**src/rtl/cache_arb_pkg.sv**
```systemverilog
// Shared types and geometry helpers for the L1 miss arbiter.
// Round-robin arbitration between the I-cache and D-cache is enabled by
// defining ARB_ROUND_ROBIN_EN; otherwise the D-cache has fixed priority.
package cache_arb_pkg;

    typedef enum logic [2:0] {
        ARB_IDLE    = 3'd0,
        ARB_WB_REQ  = 3'd1,
        ARB_WB_DATA = 3'd2,
        ARB_RD_REQ  = 3'd3,
        ARB_RD_DATA = 3'd4
    } l1_arb_state_t;

    typedef enum logic {
        OWN_I = 1'b0,
        OWN_D = 1'b1
    } owner_t;

    // Number of L2 beats that make up one cache block.
    function automatic int calc_beats(input int block_bytes, input int data_w);
        return block_bytes / (data_w / 8);
    endfunction

    // Width of the byte offset inside a block.
    function automatic int calc_off_w(input int block_bytes);
        return $clog2(block_bytes);
    endfunction

    // Width of a beat index; never narrower than one bit.
    function automatic int calc_beat_w(input int beats);
        return (beats > 1) ? $clog2(beats) : 1;
    endfunction

endpackage

```
**src/rtl/l1_miss_arbiter_if.sv**
```systemverilog
// Bundle of the L1 miss, D-cache data-store and L2 port signals.
// master = the arbiter, slave = the surrounding caches.
interface l1_miss_arbiter_if
    import cache_arb_pkg::*;
#(
    parameter int ADDR_W      = 32,
    parameter int DATA_W      = 32,
    parameter int BLOCK_BYTES = 128
);
    localparam int BEAT_W = calc_beat_w(calc_beats(BLOCK_BYTES, DATA_W));

    // I-cache miss / refill
    logic              i_req_valid;
    logic              i_req_ready;
    logic [ADDR_W-1:0] i_req_addr;
    logic              i_rsp_valid;
    logic [DATA_W-1:0] i_rsp_data;
    logic              i_rsp_last;

    // D-cache miss / victim read / refill
    logic              d_req_valid;
    logic              d_req_ready;
    logic [ADDR_W-1:0] d_req_addr;
    logic              d_req_wb;
    logic [ADDR_W-1:0] d_req_wb_addr;
    logic              d_wb_rd;
    logic [BEAT_W-1:0] d_wb_beat;
    logic [DATA_W-1:0] d_wb_data;
    logic              d_rsp_valid;
    logic [DATA_W-1:0] d_rsp_data;
    logic              d_rsp_last;

    // L2 port
    logic              l2_req_valid;
    logic              l2_req_ready;
    logic              l2_req_write;
    logic [ADDR_W-1:0] l2_req_addr;
    logic              l2_wdata_valid;
    logic              l2_wdata_ready;
    logic [DATA_W-1:0] l2_wdata;
    logic              l2_wdata_last;
    logic              l2_rdata_valid;
    logic [DATA_W-1:0] l2_rdata;

    modport master (
        input  i_req_valid, i_req_addr,
        output i_req_ready, i_rsp_valid, i_rsp_data, i_rsp_last,
        input  d_req_valid, d_req_addr, d_req_wb, d_req_wb_addr, d_wb_data,
        output d_req_ready, d_wb_rd, d_wb_beat, d_rsp_valid, d_rsp_data, d_rsp_last,
        input  l2_req_ready, l2_wdata_ready, l2_rdata_valid, l2_rdata,
        output l2_req_valid, l2_req_write, l2_req_addr,
        output l2_wdata_valid, l2_wdata, l2_wdata_last
    );

    modport slave (
        output i_req_valid, i_req_addr,
        input  i_req_ready, i_rsp_valid, i_rsp_data, i_rsp_last,
        output d_req_valid, d_req_addr, d_req_wb, d_req_wb_addr, d_wb_data,
        input  d_req_ready, d_wb_rd, d_wb_beat, d_rsp_valid, d_rsp_data, d_rsp_last,
        output l2_req_ready, l2_wdata_ready, l2_rdata_valid, l2_rdata,
        input  l2_req_valid, l2_req_write, l2_req_addr,
        input  l2_wdata_valid, l2_wdata, l2_wdata_last
    );

endinterface

```
**src/rtl/l1_wb_streamer.sv**
```systemverilog
// Streams a dirty victim block from the D-cache data store to L2.
// The data store answers one cycle after a read strobe; if L2 stalls the
// beat that is arriving, it is parked in a hold register so the store
// never has to be re-read and the presented beat stays stable.
module l1_wb_streamer
    import cache_arb_pkg::*;
#(
    parameter int DATA_W      = 32,
    parameter int BLOCK_BYTES = 128,
    parameter int BEAT_W      = calc_beat_w(calc_beats(BLOCK_BYTES, DATA_W))
) (
    input  logic              clk,
    input  logic              rst,
    input  logic              start_i,          // L2 accepted the write request
    input  logic              active_i,         // arbiter is in the data phase
    input  logic              l2_wdata_ready_i,
    input  logic [DATA_W-1:0] d_wb_data_i,
    output logic              d_wb_rd_o,
    output logic [BEAT_W-1:0] d_wb_beat_o,
    output logic              l2_wdata_valid_o,
    output logic [DATA_W-1:0] l2_wdata_o,
    output logic              l2_wdata_last_o,
    output logic              done_o            // last beat handed to L2
);
    localparam int                BEATS     = calc_beats(BLOCK_BYTES, DATA_W);
    localparam logic [BEAT_W-1:0] LAST_BEAT = BEAT_W'(BEATS - 1);

    logic [BEAT_W-1:0] cnt_q, cnt_d;
    logic              rd_pending_q, rd_pending_d;
    logic              hold_valid_q, hold_valid_d;
    logic [DATA_W-1:0] hold_q, hold_d;
    logic              wvalid;
    logic              hs;

    // Beat presentation, store read issue and hold-register capture.
    always_comb begin
        // NOTE: every signal gets a default before any branch so no path leaves it unassigned (no latch).
        cnt_d        = cnt_q;
        hold_valid_d = hold_valid_q;
        hold_d       = hold_q;

        wvalid = active_i && (rd_pending_q || hold_valid_q);
        hs     = wvalid && l2_wdata_ready_i;

        d_wb_rd_o    = start_i || (hs && (cnt_q != LAST_BEAT));
        d_wb_beat_o  = '0;
        if (d_wb_rd_o) begin
            d_wb_beat_o = start_i ? '0 : cnt_q + 1'b1;
        end
        rd_pending_d = d_wb_rd_o;

        if (start_i) begin
            cnt_d = '0;
        end else if (hs) begin
            cnt_d = cnt_q + 1'b1;
        end

        if (hs) begin
            hold_valid_d = 1'b0;
        end else if (wvalid && !hold_valid_q) begin
            hold_valid_d = 1'b1;
            hold_d       = d_wb_data_i;
        end

        l2_wdata_valid_o = wvalid;
        l2_wdata_o       = '0;
        if (wvalid) begin
            l2_wdata_o = hold_valid_q ? hold_q : d_wb_data_i;
        end
        l2_wdata_last_o = wvalid && (cnt_q == LAST_BEAT);
        done_o          = hs && (cnt_q == LAST_BEAT);
    end

    // Streamer state registers.
    always_ff @(posedge clk or negedge rst) begin
        // NOTE: sequential state uses <= so all registers update from pre-edge values.
        if (!rst) begin
            cnt_q        <= '0;
            rd_pending_q <= 1'b0;
            hold_valid_q <= 1'b0;
            // NOTE: the hold register is a single data word, so it is reset along with its valid flag.
            hold_q       <= '0;
        end else begin
            cnt_q        <= cnt_d;
            rd_pending_q <= rd_pending_d;
            hold_valid_q <= hold_valid_d;
            hold_q       <= hold_d;
        end
    end

endmodule

```
**src/rtl/l1_miss_arbiter.sv**
```systemverilog
// L1 miss arbiter: shares the single L2 request port between the I-cache
// (refill only) and the D-cache (refill with optional dirty writeback).
// One miss is serviced at a time. Define ARB_ROUND_ROBIN_EN for
// round-robin arbitration; by default the D-cache wins simultaneous misses.
module l1_miss_arbiter
    import cache_arb_pkg::*;
#(
    parameter int ADDR_W      = 32,
    parameter int DATA_W      = 32,
    parameter int BLOCK_BYTES = 128
) (
    input logic               clk,
    input logic               rst,
    l1_miss_arbiter_if.master bus
);
    localparam int                BEATS     = calc_beats(BLOCK_BYTES, DATA_W);
    localparam int                OFF_W     = calc_off_w(BLOCK_BYTES);
    localparam int                BEAT_W    = calc_beat_w(BEATS);
    localparam int                BLK_W     = ADDR_W - OFF_W;
    localparam logic [BEAT_W-1:0] LAST_BEAT = BEAT_W'(BEATS - 1);

    localparam logic [2:0] ST_IDLE    = ARB_IDLE;
    localparam logic [2:0] ST_WB_REQ  = ARB_WB_REQ;
    localparam logic [2:0] ST_WB_DATA = ARB_WB_DATA;
    localparam logic [2:0] ST_RD_REQ  = ARB_RD_REQ;
    localparam logic [2:0] ST_RD_DATA = ARB_RD_DATA;

    logic [2:0]        state_q, state_d;
    owner_t            owner_q, owner_d;
    logic [BLK_W-1:0]  miss_blk_q, miss_blk_d;
    logic [BLK_W-1:0]  wb_blk_q, wb_blk_d;
    logic [BEAT_W-1:0] rd_cnt_q, rd_cnt_d;
    logic              grant_i, grant_d;
    logic              wb_done;

`ifdef ARB_ROUND_ROBIN_EN
    owner_t rr_q, rr_d;

    // Round-robin choice on a tie; the pointer flips after every grant.
    always_comb begin
        grant_d = 1'b0;
        grant_i = 1'b0;
        rr_d    = rr_q;
        if (state_q == ST_IDLE) begin
            if (bus.d_req_valid && bus.i_req_valid) begin
                grant_d = (rr_q == OWN_D);
                grant_i = (rr_q == OWN_I);
            end else begin
                grant_d = bus.d_req_valid;
                grant_i = bus.i_req_valid;
            end
        end
        if (grant_d) begin
            rr_d = OWN_I;
        end else if (grant_i) begin
            rr_d = OWN_D;
        end
    end

    // Round-robin pointer, pointing at the D-cache out of reset.
    always_ff @(posedge clk or negedge rst) begin
        if (!rst) begin
            rr_q <= OWN_D;
        end else begin
            rr_q <= rr_d;
        end
    end
`else
    // Fixed priority: the D-cache always wins a tie.
    always_comb begin
        grant_d = (state_q == ST_IDLE) && bus.d_req_valid;
        grant_i = (state_q == ST_IDLE) && bus.i_req_valid && !bus.d_req_valid;
    end
`endif

    // Miss sequencing: latch the granted miss, then writeback, then refill.
    always_comb begin
        state_d    = state_q;
        owner_d    = owner_q;
        miss_blk_d = miss_blk_q;
        wb_blk_d   = wb_blk_q;
        rd_cnt_d   = rd_cnt_q;
        case (state_q)
            ST_IDLE: begin
                if (grant_d) begin
                    owner_d    = OWN_D;
                    miss_blk_d = bus.d_req_addr[ADDR_W-1:OFF_W];
                    wb_blk_d   = bus.d_req_wb_addr[ADDR_W-1:OFF_W];
                    state_d    = bus.d_req_wb ? ST_WB_REQ : ST_RD_REQ;
                end else if (grant_i) begin
                    owner_d    = OWN_I;
                    miss_blk_d = bus.i_req_addr[ADDR_W-1:OFF_W];
                    state_d    = ST_RD_REQ;
                end
            end
            ST_WB_REQ: begin
                if (bus.l2_req_ready) begin
                    state_d = ST_WB_DATA;
                end
            end
            ST_WB_DATA: begin
                if (wb_done) begin
                    state_d = ST_RD_REQ;
                end
            end
            ST_RD_REQ: begin
                if (bus.l2_req_ready) begin
                    state_d  = ST_RD_DATA;
                    rd_cnt_d = '0;
                end
            end
            ST_RD_DATA: begin
                // The local beat count, not L2, decides where the block ends.
                if (bus.l2_rdata_valid) begin
                    rd_cnt_d = rd_cnt_q + 1'b1;
                    if (rd_cnt_q == LAST_BEAT) begin
                        state_d = ST_IDLE;
                    end
                end
            end
            default: state_d = ST_IDLE;
        endcase
    end

    // Arbiter state registers.
    always_ff @(posedge clk or negedge rst) begin
        if (!rst) begin
            state_q    <= ST_IDLE;
            owner_q    <= OWN_I;
            miss_blk_q <= '0;
            wb_blk_q   <= '0;
            rd_cnt_q   <= '0;
        end else begin
            state_q    <= state_d;
            owner_q    <= owner_d;
            miss_blk_q <= miss_blk_d;
            wb_blk_q   <= wb_blk_d;
            rd_cnt_q   <= rd_cnt_d;
        end
    end

    // Grants, L2 request and same-cycle forwarding of refill beats.
    always_comb begin
        bus.i_req_ready  = grant_i;
        bus.d_req_ready  = grant_d;

        bus.l2_req_valid = (state_q == ST_WB_REQ) || (state_q == ST_RD_REQ);
        bus.l2_req_write = (state_q == ST_WB_REQ);
        bus.l2_req_addr  = '0;
        if (state_q == ST_WB_REQ) begin
            bus.l2_req_addr = {wb_blk_q, {OFF_W{1'b0}}};
        end else if (state_q == ST_RD_REQ) begin
            bus.l2_req_addr = {miss_blk_q, {OFF_W{1'b0}}};
        end

        bus.i_rsp_valid = (state_q == ST_RD_DATA) && bus.l2_rdata_valid && (owner_q == OWN_I);
        bus.d_rsp_valid = (state_q == ST_RD_DATA) && bus.l2_rdata_valid && (owner_q == OWN_D);
        bus.i_rsp_data  = bus.i_rsp_valid ? bus.l2_rdata : '0;
        bus.d_rsp_data  = bus.d_rsp_valid ? bus.l2_rdata : '0;
        bus.i_rsp_last  = bus.i_rsp_valid && (rd_cnt_q == LAST_BEAT);
        bus.d_rsp_last  = bus.d_rsp_valid && (rd_cnt_q == LAST_BEAT);
    end

    l1_wb_streamer #(
        .DATA_W      (DATA_W),
        .BLOCK_BYTES (BLOCK_BYTES),
        .BEAT_W      (BEAT_W)
    ) u_wb_streamer (
        .clk              (clk),
        .rst              (rst),
        .start_i          ((state_q == ST_WB_REQ) && bus.l2_req_ready),
        .active_i         (state_q == ST_WB_DATA),
        .l2_wdata_ready_i (bus.l2_wdata_ready),
        .d_wb_data_i      (bus.d_wb_data),
        .d_wb_rd_o        (bus.d_wb_rd),
        .d_wb_beat_o      (bus.d_wb_beat),
        .l2_wdata_valid_o (bus.l2_wdata_valid),
        .l2_wdata_o       (bus.l2_wdata),
        .l2_wdata_last_o  (bus.l2_wdata_last),
        .done_o           (wb_done)
    );

endmodule

```
**src/flat_wrapper.sv**
```systemverilog
// flat-port wrapper written by rule: the top's interface ports become plain ports
module l1_miss_arbiter_flat import cache_arb_pkg::*;
#(
    parameter int ADDR_W      = 32,
    parameter int DATA_W      = 32,
    parameter int BLOCK_BYTES = 128
)
  (clk, rst, bus_i_req_valid, bus_i_req_addr, bus_i_req_ready, bus_i_rsp_valid, bus_i_rsp_data, bus_i_rsp_last, bus_d_req_valid, bus_d_req_addr, bus_d_req_wb, bus_d_req_wb_addr, bus_d_wb_data, bus_d_req_ready, bus_d_wb_rd, bus_d_wb_beat, bus_d_rsp_valid, bus_d_rsp_data, bus_d_rsp_last, bus_l2_req_ready, bus_l2_wdata_ready, bus_l2_rdata_valid, bus_l2_rdata, bus_l2_req_valid, bus_l2_req_write, bus_l2_req_addr, bus_l2_wdata_valid, bus_l2_wdata, bus_l2_wdata_last);
  l1_miss_arbiter_if #(.ADDR_W(ADDR_W), .DATA_W(DATA_W), .BLOCK_BYTES(BLOCK_BYTES)) bus_i ();
  input logic clk;
  input logic rst;
  input wire logic [$bits(bus_i.i_req_valid)-1:0] bus_i_req_valid;
  input wire logic [$bits(bus_i.i_req_addr)-1:0] bus_i_req_addr;
  output wire logic [$bits(bus_i.i_req_ready)-1:0] bus_i_req_ready;
  output wire logic [$bits(bus_i.i_rsp_valid)-1:0] bus_i_rsp_valid;
  output wire logic [$bits(bus_i.i_rsp_data)-1:0] bus_i_rsp_data;
  output wire logic [$bits(bus_i.i_rsp_last)-1:0] bus_i_rsp_last;
  input wire logic [$bits(bus_i.d_req_valid)-1:0] bus_d_req_valid;
  input wire logic [$bits(bus_i.d_req_addr)-1:0] bus_d_req_addr;
  input wire logic [$bits(bus_i.d_req_wb)-1:0] bus_d_req_wb;
  input wire logic [$bits(bus_i.d_req_wb_addr)-1:0] bus_d_req_wb_addr;
  input wire logic [$bits(bus_i.d_wb_data)-1:0] bus_d_wb_data;
  output wire logic [$bits(bus_i.d_req_ready)-1:0] bus_d_req_ready;
  output wire logic [$bits(bus_i.d_wb_rd)-1:0] bus_d_wb_rd;
  output wire logic [$bits(bus_i.d_wb_beat)-1:0] bus_d_wb_beat;
  output wire logic [$bits(bus_i.d_rsp_valid)-1:0] bus_d_rsp_valid;
  output wire logic [$bits(bus_i.d_rsp_data)-1:0] bus_d_rsp_data;
  output wire logic [$bits(bus_i.d_rsp_last)-1:0] bus_d_rsp_last;
  input wire logic [$bits(bus_i.l2_req_ready)-1:0] bus_l2_req_ready;
  input wire logic [$bits(bus_i.l2_wdata_ready)-1:0] bus_l2_wdata_ready;
  input wire logic [$bits(bus_i.l2_rdata_valid)-1:0] bus_l2_rdata_valid;
  input wire logic [$bits(bus_i.l2_rdata)-1:0] bus_l2_rdata;
  output wire logic [$bits(bus_i.l2_req_valid)-1:0] bus_l2_req_valid;
  output wire logic [$bits(bus_i.l2_req_write)-1:0] bus_l2_req_write;
  output wire logic [$bits(bus_i.l2_req_addr)-1:0] bus_l2_req_addr;
  output wire logic [$bits(bus_i.l2_wdata_valid)-1:0] bus_l2_wdata_valid;
  output wire logic [$bits(bus_i.l2_wdata)-1:0] bus_l2_wdata;
  output wire logic [$bits(bus_i.l2_wdata_last)-1:0] bus_l2_wdata_last;
  assign bus_i.i_req_valid = bus_i_req_valid;
  assign bus_i.i_req_addr = bus_i_req_addr;
  assign bus_i_req_ready = bus_i.i_req_ready;
  assign bus_i_rsp_valid = bus_i.i_rsp_valid;
  assign bus_i_rsp_data = bus_i.i_rsp_data;
  assign bus_i_rsp_last = bus_i.i_rsp_last;
  assign bus_i.d_req_valid = bus_d_req_valid;
  assign bus_i.d_req_addr = bus_d_req_addr;
  assign bus_i.d_req_wb = bus_d_req_wb;
  assign bus_i.d_req_wb_addr = bus_d_req_wb_addr;
  assign bus_i.d_wb_data = bus_d_wb_data;
  assign bus_d_req_ready = bus_i.d_req_ready;
  assign bus_d_wb_rd = bus_i.d_wb_rd;
  assign bus_d_wb_beat = bus_i.d_wb_beat;
  assign bus_d_rsp_valid = bus_i.d_rsp_valid;
  assign bus_d_rsp_data = bus_i.d_rsp_data;
  assign bus_d_rsp_last = bus_i.d_rsp_last;
  assign bus_i.l2_req_ready = bus_l2_req_ready;
  assign bus_i.l2_wdata_ready = bus_l2_wdata_ready;
  assign bus_i.l2_rdata_valid = bus_l2_rdata_valid;
  assign bus_i.l2_rdata = bus_l2_rdata;
  assign bus_l2_req_valid = bus_i.l2_req_valid;
  assign bus_l2_req_write = bus_i.l2_req_write;
  assign bus_l2_req_addr = bus_i.l2_req_addr;
  assign bus_l2_wdata_valid = bus_i.l2_wdata_valid;
  assign bus_l2_wdata = bus_i.l2_wdata;
  assign bus_l2_wdata_last = bus_i.l2_wdata_last;
  l1_miss_arbiter #(.ADDR_W(ADDR_W), .DATA_W(DATA_W), .BLOCK_BYTES(BLOCK_BYTES)) u_core (.clk(clk), .rst(rst), .bus(bus_i));
endmodule
```
**config.mk**
```make
export PLATFORM = sky130hd
export DESIGN_NAME = l1_miss_arbiter_flat
export DESIGN_NICKNAME = d
export VERILOG_FILES = /design/src/rtl/cache_arb_pkg.sv /design/src/rtl/l1_miss_arbiter_if.sv /design/src/rtl/l1_wb_streamer.sv /design/src/rtl/l1_miss_arbiter.sv /design/src/flat_wrapper.sv
export SDC_FILE = /design/constraint.sdc
export NUM_CORES = 1
export LEC_CHECK = 0
export CAP_MARGIN = 25
export CORE_UTILIZATION = 41
export CTS_BUF_LIST = sky130_fd_sc_hd__clkbuf_2 sky130_fd_sc_hd__clkbuf_4 sky130_fd_sc_hd__clkbuf_8
export CTS_CLUSTER_DIAMETER = 60
export DETAILED_ROUTE_END_ITERATION = 12
export GPL_ROUTABILITY_DRIVEN = 0
export PLACE_DENSITY = 0.93
export SKIP_LAST_GASP = 1
export SLEW_MARGIN = 15
export SYNTH_ARGS = -nofsm -noshare
export SYNTH_HDL_FRONTEND = slang
export SYNTH_SLANG_ARGS = --single-unit
```
**constraint.sdc**
```tcl
create_clock -name clk -period 2.2 [get_ports clk]
set_input_delay 0.33 -clock clk [delete_from_list [all_inputs] [get_ports clk]]
set_output_delay 0.33 -clock clk [all_outputs]
set_load 0.01 [all_outputs]
```
**Word level (Yosys, flattened, before mapping)**

Cells that the tools add are included.

- Add/subtract/negate cells: 2
- Eq/ne operators: 13
- Multiplexer cells: 28
- Bitwise operators: 2
- Reductions and logical operators: 30

Operators by type and width:

| operator | count |
|---|---|
| $mux W32 | 6 |
| $mux W25 | 2 |
| $mux W5 | 6 |
| $mux W3 | 7 |
| $logic_and A1 B1 Y1 | 15 |
| $pmux W3 S5 | 1 |
| $add A5 B1 Y5 const B | 2 |
| $eq A5 B5 Y1 const B | 2 |
| $pmux W5 S2 | 1 |
| $reduce_bool A2 Y1 | 4 |
| $eq A3 B2 Y1 const B | 2 |
| $ne A2 B2 Y1 const B | 3 |
| $reduce_and A2 Y1 | 3 |
| $reduce_and A6 Y1 | 1 |
| $ne A5 B5 Y1 const B | 1 |
| $mux W1 | 4 |
| $ne A2 B1 Y1 const B | 2 |
| $eq A3 B1 Y1 const B | 1 |
| $eq A3 B3 Y1 const B | 1 |
| $logic_not A3 Y1 | 1 |
| $logic_or A1 B1 Y1 | 3 |
| $ne A3 B3 Y1 const B | 1 |
| $reduce_and A3 Y1 | 1 |
| $logic_not A1 Y1 | 2 |
| 2 further kinds | 3 |

- Flip-flop bits (word level): 98
- Output and inout bits: 144
- Logic and storage cells: 84

**Longest topological paths before layout**

Gate-level depths: netlist (run 1).

- Word-level depth: 6
- Depth in mapped cells: 6

**Modules after synthesis**

From an unflattened synthesis (run 1), not the netlist that was laid out.

- Cells, all modules: 622
- Area, all modules: 5594.1 µm²

Modules (own cells, without submodules):

| module | instances | cells an instance | area an instance (µm²) | sequential area each (µm²) |
|---|---|---|---|---|
| l1_miss_arbiter | 1 | 438 | 3495.9 | 1476.4 |
| l1_wb_streamer | 1 | 184 | 2098.3 | 975.9 |

**Worst setup path after synthesis (run 1)**

No wires, ideal clock.

- Path type: register to output
- Start point: register u_core.state_q[0]
- End point: output bus_l2_wdata[10]
- Data arrival time: 1.482 ns
- Data required time: 1.870 ns
- Setup slack: 0.388 ns
- Stages on the path, launching flop included: 6
- Buffers on the path: 2
- Path through: dfrtp_1 > buf_4 > nor3b_4 > o21ai_1 > clkbuf_1 > nor2_1

- Cells in the longest elaborated chain, start to end: 3

Ends and longest elaborated chain:

| what | line | source |
|---|---|---|
| start: declaration | l1_miss_arbiter.sv:28 | `logic [2:0] state_q, state_d;` |
| start signal: assignment | l1_miss_arbiter.sv:134 | `state_q <= state_d;` |
| $eq A3 B2 Y1 | l1_miss_arbiter.sv:172 | `.active_i (state_q == ST_WB_DATA),` |
| $logic_and A1 B1 Y1 | l1_wb_streamer.sv:42 | `wvalid = active_i && (rd_pending_q \|\| hold_valid_q);` |
| $mux W32 | l1_wb_streamer.sv:67 | `if (wvalid) begin` |
| end: declaration | flat_wrapper.sv:37 | `output wire logic [$bits(bus_i.l2_wdata)-1:0] bus_l2_wdata;` |

No other way between the ends.

**Worst setup path after layout (run 1)**

- Start point: register u_core.state_q[0]
- End point: output bus_d_rsp_data[25]

- Cells in the longest elaborated chain, start to end: 4

Ends and longest elaborated chain:

| what | line | source |
|---|---|---|
| $eq A3 B3 Y1 | l1_miss_arbiter.sv:157 | `bus.d_rsp_valid = (state_q == ST_RD_DATA) && bus.l2_rdata_valid && (owner_q == OWN_D);` |
| $logic_and A1 B1 Y1 (2 in a row) | l1_miss_arbiter.sv:157 |  |
| $mux W32 | l1_miss_arbiter.sv:159 | `bus.d_rsp_data = bus.d_rsp_valid ? bus.l2_rdata : '0;` |
| end: declaration | flat_wrapper.sv:27 | `output wire logic [$bits(bus_i.d_rsp_data)-1:0] bus_d_rsp_data;` |

No other way between the ends.

==> results of run 1 <==
-- timing repair --
action | CTS | global route
hold buffers | 1 | 0
hold endpoints to repair | 33 | 0
endpoints found under the setup margin | 137 | 109
pin swaps | 7 | 9
setup buffers | 8 | 5
cloned | 3 | 1
gates resized for setup | 250 | 142
-- metal layers --
metal	wire [um]	vias up
li1	-	2376
met1	6592	2480
met2	9702	197
met3	1195	28
met4	433	0
met5	0	-
-- through the flow --
step | power, mW | util (%) | setup TNS, ns | setup slack (ns)
2_1_floorplan | 5.864 | - | 0 | 0.3880
3_3_place_gp | 7.687 | 66.37 | -14.23 | -0.3089
3_5_place_dp | 7.855 | 66.37 | -14.71 | -0.3126
4_1_cts | 9.039 | 68.32 | -7.534 | -0.2278
5_1_grt | 9.612 | 69.49 | -1.685 | -0.2097
6_report | 9.073 | 69.49 | -0.5992 | -0.1442
-- final cells by class --
type                            count  area [um^2]  area share (%)
Sequential cell                    98         2457           26.28
Inverter                            5        18.77          0.2007
Timing Repair Buffer              336         3244           34.70
Tap cell                          176        220.2           2.355
Multi-Input combinational cell    365         3186           34.07
Clock inverter                      5        85.08          0.9101
Clock buffer                       10        137.6           1.472
-- worst max-delay path, delay by kind of cell, from the launching register on --
family        cells  cell delay, ns
simple gates      2            0.54
flops             1            0.42
buf+inv           2            0.70
-- flip-flops by register name (all words and copies together) (netlist names) --
name                               flops
u_core.state_q                         3
u_core.owner_q                         1
u_core.wb_blk_q                       25
u_core.miss_blk_q                     25
u_core.u_wb_streamer.rd_pending_q      1
u_core.u_wb_streamer.hold_q           32
u_core.rd_cnt_q                        5
u_core.u_wb_streamer.cnt_q             5
u_core.u_wb_streamer.hold_valid_q      1
-- final timing paths --
path	cells after the start	end	start
setup / recovery	4	bus_d_rsp_data[25]	u_core.state_q[0]
max in group asynchronous	3	u_core.u_wb_streamer.hold_q[21]	rst
hold / removal	2	u_core.wb_blk_q[17]	rst
min in group clk	1	u_core.rd_cnt_q[3]	u_core.rd_cnt_q[3]
hold reg to reg	1	u_core.rd_cnt_q[3]	u_core.rd_cnt_q[3]
setup reg to reg	9	u_core.u_wb_streamer.hold_q[18]	u_core.state_q[1]
-- power groups by stage --
stage	Clock (mW)	Sequential, mW	Combinational [mW]
after floorplan	0	3.02	2.84
after global placement	0	3.16	4.52
after detailed placement	0	3.21	4.64
after CTS	1.35	3.17	4.52
after global routing	1.41	3.27	4.93
final	1.32	3.17	4.59
-- logic make-up (layout without fill, tap and decap cells) --
group / after synthesis / in the layout / share of synthesized area [%]
other cells: 1 / 7 / 0.06503
flops: 98 / 98 / 42.53
xor+xnor: 3 / 3 / 0.4557
fa+ha+maj: 4 / 4 / 0.8679
mux: 169 / 169 / 33.65
simple gates: 162 / 162 / 15.10
compound gates: 20 / 20 / 2.582
buf+inv: 50 / 356 / 4.752
-- layout by cell type (no fill, tap or decap), types with 32 or more instances in the layout --
| cell | count |
|---|---|
| and3_1 | 36 |
| clkdlybuf4s50_1 | 148 |
| nor2_1 | 60 |
| mux2_2 | 79 |
| buf_4 | 34 |
| buf_6 | 32 |
| clkbuf_2 | 34 |
| mux2i_1 | 60 |
| dfrtp_1 | 94 |
==> summary.md, run 1 <==
| Metric | Value |
|---|---|
| Status | `finished with violations` |
| Failing checks | `negative setup slack` |
| RSZ-0062 raised after global routing | `true` |
| CTS tree | `yes` |
| Met3 Resource Use GR | `5.189%` |
| TritonCTS buffer count | `9` |
| Post-DP HPWL | `12.82 mm` |
| Synth Instances | `507` |
| Clk root buf | `clkbuf_8` |
| Seq pwr share | `34.9%` |
| First-pass GRT wire length | `27.03 mm` |
| Leakage power | `5.076 nW` |
| Die width | `120.6 um` |
| Synth Warn # | `0` |
| Setup crit end kind | `output port` |
| Hold slack | `0.4572 ns` |
| IO Port Bufs | `283` |
| Worst Tran Pin Value | `0.4937 ns` |
| Gr usage total | `23.96%` |
| Dominant synthesized flop cell | `dfrtp_1` |
| Largest net degree at the start of global routing | `41` |
| Nets@finish | `987` |
| GR Util met2 | `45.29%` |
| DR WL/cell | `18.01 um` |
| Core ar. | `13,450 um^2` |
| Clock network fraction of total power | `14.5%` |
| CP max-delay cell | `clkdlybuf4s50_1` |
| Share of layout cells above drive strength 1 | `35.65%` |
| Non-filler cells, final | `995` |
| 1st-pass router iterations | `4` |
| Peak Freq | `426.6 MHz` |
| Synth unique cells | `43` |
| Met1 Track Usage GR | `25.76%` |
| Minimum clock period | `2.344 ns` |
| Power Density | `970.5 nW/um^2` |
| Period utilisation layout | `106.6%` |
| Final setup viols | `9` |
| Drt via density | `5.107` |
| Clock latency on the worst-skew pair | `0.36 ns` |
| Mapped Area | `5767 um^2` |
| Vias in the first global route | `5,346` |
| Post-synth top area share | `42.53%` |
| GRT Max-Usage Layer | `met2` |
| Ports | `312` |
| Worst-path clk slew | `0.10 ns` |
| Sequential fraction of the synthesis area | `42.53%` |
| Worst Path Arrival | `2.01 ns` |
| Switch share | `34.36%` |
| Worst R2R Setup Slack | `0.07 ns` |
| Clk_skew | `0.01073 ns` |
| Hold Fails Final Rpt | `0` |
| Final Slew Violations | `0` |
| Worst-path fanout max | `20` |
| DRC viols | `0` |
| # fillers | `981` |
| Max VDD drop | `526.3 uV` |
| Routed WL | `17.92 mm` |
| Final worst-path setup slack | `-0.1442 ns` |
| CP Class | `reg -> out` |
| Int Pwr | `5.956 mW` |
| Max Root-Sink Buffers | `2` |
| Top-count cell post-synth | `dfrtp_1` |
| Grt total ovfl | `0` |
| Antenna viol nets, final | `0` |
| FF+latch count, synth | `98` |
| Area contributors post-synth | `dfrtp_1 43%, mux2_2 15%, mux2i_1 10%` |
| Number of enable flip-flop cells after synthesis | `0` |
| NetSw | `3.117 mW` |
| Logic gate share of total power | `50.6%` |
| Starting Density | `42.87%` |
| Layout Area Growth over Synthesis | `62.12%` |
| CTS H-Tree Depth | `3` |
| CP peak stage delay | `0.55 ns` |
| DP Cell Count | `962` |
| Placed Area | `8929 um^2` |
| Top cells by count, synth | `98 x dfrtp_1, 79 x mux2_2, 61 x nor2_1` |
| DR iter-0 viols | `126` |
| Die height | `120.6 um` |
| Area of the die | `14,540 um^2` |
| Syn_area_per_cell | `11.37 um^2` |
| Max Cap Violations | `0` |
| Critical-path cell list | `and4bb_4 > buf_12 > and3_1 > clkdlybuf4s50_1` |
| Clk sink count | `98` |
| Async SR Flop Fraction | `100.0%` |
| Tightest Hold Check Type | `in -> async` |
| Required time of the critical path | `1.87 ns` |
| Startpoint types | `flip-flop` |
| Num rows | `42` |
| Initial antenna violation count | `0` |
| Cell taking the most area after synthesis | `dfrtp_1` |
| Final instance area | `9349 um^2` |
| Ant diodes | `0` |
| Via count | `5,081` |
| Slew headroom | `66.74%` |
Power figures use the tool's default switching activity.
==> run 2: changes to the inputs <==
--- a/config.mk
+++ b/config.mk
@@ -9,6 +9,7 @@
 export CORE_UTILIZATION = 41
 export CTS_BUF_LIST = sky130_fd_sc_hd__clkbuf_2 sky130_fd_sc_hd__clkbuf_4 sky130_fd_sc_hd__clkbuf_8
 export CTS_CLUSTER_DIAMETER = 60
+export CTS_CLUSTER_SIZE = 40
 export DETAILED_ROUTE_END_ITERATION = 12
 export GPL_ROUTABILITY_DRIVEN = 0
 export PLACE_DENSITY = 0.93
==> results of run 2 <==
The final DEF is identical to that of run 1; final timing and power are the same.
